==> config.mk <==
export PLATFORM = sky130hd
export DESIGN_NAME = mul_top
export DESIGN_NICKNAME = d
export VERILOG_FILES = /design/src/rtl/mul_pkg.sv /design/src/rtl/mul_controller.sv /design/src/rtl/mul_top.sv
export SDC_FILE = /design/constraint.sdc
export NUM_CORES = 1
export LEC_CHECK = 0
export ABC_AREA = 1
export CAP_MARGIN = 0
export CORE_AREA = 2 2 76 78
export CTS_BUF_LIST = sky130_fd_sc_hd__clkbuf_4 sky130_fd_sc_hd__clkbuf_8 sky130_fd_sc_hd__clkbuf_16
export CTS_CLUSTER_DIAMETER = 200
export DETAILED_ROUTE_END_ITERATION = 8
export DIE_AREA = 0 0 78 80
export PLACE_DENSITY_LB_ADDON = 0.1
export REMOVE_ABC_BUFFERS = 1
export SLEW_MARGIN = 0
export SYNTH_ARGS = -nofsm -noshare
export SYNTH_HDL_FRONTEND = slang
export SYNTH_SLANG_ARGS = --single-unit
==> constraint.sdc <==
create_clock -name clk -period 2.4 [get_ports clk]
set_clock_uncertainty 0.1 [all_clocks]
set_input_delay 0.48 -clock clk [delete_from_list [all_inputs] [get_ports clk]]
set_output_delay 0.48 -clock clk [all_outputs]
set_load 0.03 [all_outputs]
==> src/rtl/mul_pkg.sv <==
// Shared fixed-point format and FSM state encoding for the multiplier and the divider.
package mul_pkg;

    // Default operand/result width and fractional bit count.
    localparam int DEF_WIDTH = 10;
    localparam int DEF_FRAC  = 5;

    // Sequencing states for the iterative arithmetic units.
    typedef enum logic [1:0] {
        IDLE = 2'd0,
        CALC = 2'd1,
        DONE = 2'd2
    } state_t;

endpackage

==> src/rtl/mul_controller.sv <==
// Sequencer for the shift-add multiplier: IDLE -> CALC (WIDTH steps) -> DONE -> IDLE.
module mul_controller
    import mul_pkg::*;
(
    input  logic clk,
    input  logic rst,       // asynchronous, active-low
    input  logic start_i,   // only honoured in IDLE
    input  logic last_i,    // datapath is on its final step
    output logic busy_o,
    output logic valid_o,
    output logic load_o,    // capture operands, clear accumulator/counter
    output logic shift_o    // perform one shift-add step
);

    state_t state_q;
    logic   busy_q;
    logic   valid_q;

    // State register with registered busy/valid outputs.
    always_ff @(posedge clk or negedge rst) begin
        if (!rst) begin
            state_q <= IDLE;
            busy_q  <= 1'b0;
            valid_q <= 1'b0;
        end else begin
            case (state_q)
                IDLE: begin
                    valid_q <= 1'b0;
                    if (start_i) begin
                        state_q <= CALC;
                        busy_q  <= 1'b1;
                    end
                end
                CALC: begin
                    if (last_i) begin
                        state_q <= DONE;
                        busy_q  <= 1'b0;
                        valid_q <= 1'b1;
                    end
                end
                DONE: begin
                    // start is deliberately not looked at here; a held start is
                    // picked up on the following IDLE edge.
                    state_q <= IDLE;
                    valid_q <= 1'b0;
                end
                default: begin
                    state_q <= IDLE;
                    busy_q  <= 1'b0;
                    valid_q <= 1'b0;
                end
            endcase
        end
    end

    assign busy_o  = busy_q;
    assign valid_o = valid_q;
    // Load happens on the same edge that samples start so operands are taken
    // exactly when the request is accepted.
    assign load_o  = (state_q == IDLE) && start_i;
    assign shift_o = (state_q == CALC);

endmodule

==> src/rtl/mul_top.sv <==
// Iterative unsigned fixed-point multiplier: one shift-add step per cycle,
// result truncated back to the operand format with an overflow flag.
module mul_top
    import mul_pkg::*;
#(
    parameter int WIDTH = DEF_WIDTH,
    parameter int FRAC  = DEF_FRAC
) (
    input  logic             clk,
    input  logic             rst,
    input  logic             start,
    input  logic [WIDTH-1:0] A,
    input  logic [WIDTH-1:0] B,
    output logic [WIDTH-1:0] Q,
    output logic             busy,
    output logic             valid,
    output logic             ov
);

    localparam int CNT_W = $clog2(WIDTH + 1);

    logic [WIDTH-1:0]   a_q, a_d;
    logic [WIDTH-1:0]   b_q, b_d;
    logic [2*WIDTH-1:0] acc_q, acc_d;
    logic [CNT_W-1:0]   cnt_q, cnt_d;
    logic [WIDTH-1:0]   q_q, q_d;
    logic               ov_q, ov_d;
    logic [WIDTH:0]     sum;
    logic               load, shift, last, finish;

    mul_controller u_ctrl (
        .clk     (clk),
        .rst     (rst),
        .start_i (start),
        .last_i  (last),
        .busy_o  (busy),
        .valid_o (valid),
        .load_o  (load),
        .shift_o (shift)
    );

    assign last   = (cnt_q == CNT_W'(WIDTH - 1));
    assign finish = shift && last;

    // Next-state datapath: the multiplier shifts right so bit 0 is always the
    // current bit; the accumulator high half absorbs the add and the whole
    // accumulator shifts right, leaving the full product after WIDTH steps.
    always_comb begin
        a_d   = a_q;
        b_d   = b_q;
        acc_d = acc_q;
        cnt_d = cnt_q;
        q_d   = q_q;
        ov_d  = ov_q;
        sum   = {1'b0, acc_q[2*WIDTH-1:WIDTH]} + {1'b0, (b_q[0] ? a_q : '0)};
        if (load) begin
            a_d   = A;
            b_d   = B;
            acc_d = '0;
            cnt_d = '0;
        end else if (shift) begin
            acc_d = {sum, acc_q[WIDTH-1:1]};
            b_d   = b_q >> 1;
            cnt_d = cnt_q + 1'b1;
            if (finish) begin
                q_d  = acc_d[FRAC+WIDTH-1:FRAC];
                ov_d = |acc_d[2*WIDTH-1:FRAC+WIDTH];
            end
        end
    end

    // Datapath registers; result and flag only change when DONE is entered.
    always_ff @(posedge clk or negedge rst) begin
        if (!rst) begin
            a_q   <= '0;
            b_q   <= '0;
            acc_q <= '0;
            cnt_q <= '0;
            q_q   <= '0;
            ov_q  <= 1'b0;
        end else begin
            a_q   <= a_d;
            b_q   <= b_d;
            acc_q <= acc_d;
            cnt_q <= cnt_d;
            q_q   <= q_d;
            ov_q  <= ov_d;
        end
    end

    assign Q  = q_q;
    assign ov = ov_q;

endmodule

==> results.cfg <==
[outcome]
status = finished clean

[flow_run]
drv_cap = 0

[pwr]
cellLeakagePower_nw = 1.67
vdd_drop_max_uv = 483
totalPowerFinal_w = 0.00401
power-per-cell-area_nw_per_um2 = 1260

[timing]
fin_crit_ns = 2.22
setup_viol = 0
hold_viol = 0
fin_crit_sh_pct = 92.6
relSlewSlack_pct = 43.9
rsz0062_at_grt = false
worst_slew_pin_slew_ns = 0.841
max_freq_mhz = 450
finalMaxSlewViolations = 0

[grt]
grt_first_pass_wirelength_um = 9140
gr-usage-all-layers_pct = 18.5
grt_pass1_vias = 2037
antenna_found_initial = 0
grt-ovfl-total = 0
grt_max_degree = 54

[routing]
postRouteWirelength_um = 5110
wire_per_inst_um = 11.6
drtAntennaViolNets = 0
initialDrtViolationCount = 147
routed_via_density = 4.80
firstDrtPassIters = 4
drc = 0
vias = 2107

[critical_path]
crit_path_cell_trace = buf_4, nand2_1, inv_1, ha_1, or2_2, nand3_1, nand2_1, nand2_1, nand2_1, nor2_1, nand3_1, nor2_2, nor2_1
cp-start-kind = flop
worstPathRequired_ns = 2.50
cp_top_family = simple AND/OR/NAND/NOR gates
path_buf_inv = 2
cp-end-kind = flop
critPathSlowestCell = dfrtp_1
max_stage_delay_ns = 0.39
crit_arrival_ns = 2.32
path_class = flop to flop
cp_common_cell = nand2_1
crit_fanout = 10

[die]
dieArea_um2 = 6240
die_x_um = 78
fp.dieH_um = 80
pin_count = 36
core_area_um2 = 5410
start_util_pct = 49.1
rows = 27

[clocking]
post_cts_resized = 0
cts_tree = built
cts_max_path_buffers = 2
cts_setup_buffers = 0
cts_buffers = 5
root_buffer = clkbuf_8
cts_hold_buf = 0
h-tree-depth = 2
clk_latency_ns = 0.30
clkTransAtPathRegs_ns = 0.10
cts.sinks = 53

[cells_and_area]
drive_gt1_share_pct = 6.27
fillers = 531
nNetsFinal = 402
multi_input_area_um2 = 1120
diodes = 0
final_cells = 439
seqCellArea_um2 = 1330
area_growth_pct = 19.7

[logic_synthesis]
avgSynthCellArea_um2 = 8.06
yosysSeqAreaShare_pct = 50.0
yosysWarningCount = 0
synthCells = 329
synthesis.area_um2 = 2650
synth_edf_count = 0
ys.flop_type = dfrtp_1
ys_ff_latch = 53
async_flop_share_pct = 100
yosysUniqueCellTypes = 27

[placement]
port_buffers = 35
gp_congestion = 0.844
place_inst = 431
dp_hpwl_um = 3640

[hold_path]
worstHoldPathType = input pin to asynchronous set/reset pin
==> cells in the mapped netlist (2+ instances only) <==
| cell | instances | area [um^2] |
|---|---|---|
| dfrtp_1 | 53 | 1330 |
| ha_1 | 12 | 150 |
| nand3_1 | 17 | 85.1 |
| o21ai_0 | 19 | 95.1 |
| inv_1 | 44 | 165 |
| a22o_1 | 3 | 26.3 |
| clkbuf_1 | 5 | 18.8 |
| o211ai_1 | 4 | 30.0 |
| nor2_1 | 11 | 41.3 |
| xnor2_1 | 3 | 26.3 |
| o22ai_1 | 6 | 37.5 |
| nand2_1 | 128 | 480 |
| nor2_4 | 2 | 22.5 |
| or2_2 | 2 | 12.5 |
| buf_2 | 2 | 10.0 |
| a21oi_1 | 5 | 25.0 |
| xor2_1 | 2 | 17.5 |
| inv_2 | 2 | 7.51 |
==> layout by cell type, fill, tap and decap left out <==
cell	count
xor2_1	2
buf_4	4
nor3_2	1
fa_1	1
clkbuf_4	1
nor2_1	10
inv_1	44
a31oi_1	1
nand2_1	128
nor2_2	2
or2_2	2
o22ai_1	6
o31ai_1	1
inv_2	2
ha_1	12
clkdlybuf4s50_1	34
a22o_1	3
clkinv_2	1
a21oi_1	5
xnor2_1	3
nand3_1	17
clkbuf_8	5
dfrtp_1	53
o211ai_1	4
o21ai_0	19
buf_2	1
o21bai_2	1
nor2_4	2
nand4_1	1
inv_6	1
==> stage by stage <==
stage	worst slack, ns	utilization, %	cell area [um^2]	setup TNS [ns]	hold WS [ns]
after CTS	0.168	58.6	3170	0	0.212
after floorplan	-0.191	-	2610	-2.58	0.0844
after detailed placement	0.126	56.9	3080	0	0.358
after global routing	0.0148	58.7	3170	0	0.250
final	0.178	58.7	3170	0	0.178
after global placement	0.143	56.9	3080	0	0.353
==> registers in the layout (all words and copies together) (netlist names) <==
signal and count:
a_q 10, ov 1, u_ctrl.state_q 2, cnt_q 4, u_ctrl.valid_o 1, u_ctrl.busy_o 1
Q 10, b_q 10, acc_q 14
==> where the power goes <==
group | switching (W) | internal [W]
clock network | 0.000293 | 0.000220
registers | 0.000213 | 0.00130
logic | 0.00121 | 0.000784
==> final timing paths <==
kind | startpoint | endpoint | slack, ns | depth (start not counted)
worst min-delay path | rst | Q[2] | 0.18 | 2
min in group clk | a_q[0] | a_q[0] | 0.38 | 2
worst min register to register | a_q[0] | a_q[0] | 0.38 | 2
worst max-delay path | b_q[0] | ov | 0.18 | 13
max in group asynchronous | rst | acc_q[17] | 1.56 | 2
worst max register to register | b_q[0] | ov | 0.18 | 13
==> routing by layer <==
layer / global-route usage [%] / share of wire, %
met5: 0 / 0
met2: 31.0 / 45
met1: 24.5 / 50
met4: 4.56 / 1.1
met3: 4.07 / 3.5
==> area by class of cell <==
cell class / instances / share of cell area, %
multi-input combinational: 221 / 35.3
inverter: 46 / 5.44
timing repair buffer: 39 / 11.8
clock inverter: 2 / 0.434
tap: 72 / 2.84
clock buffer: 6 / 2.40
sequential: 53 / 41.8
==> cells by family after synthesis <==
family,after synthesis,synth area share [%]
XOR/XNOR,5,1.65
flip-flops,53,50.0
AND/OR/NAND/NOR,163,24.9
buffers and inverters,55,8.16
adder cells (fa/ha/maj),13,6.42
AO/OA/AOI/OAI,40,8.87
No activity file was read; power rests on OpenSTA's default activity.
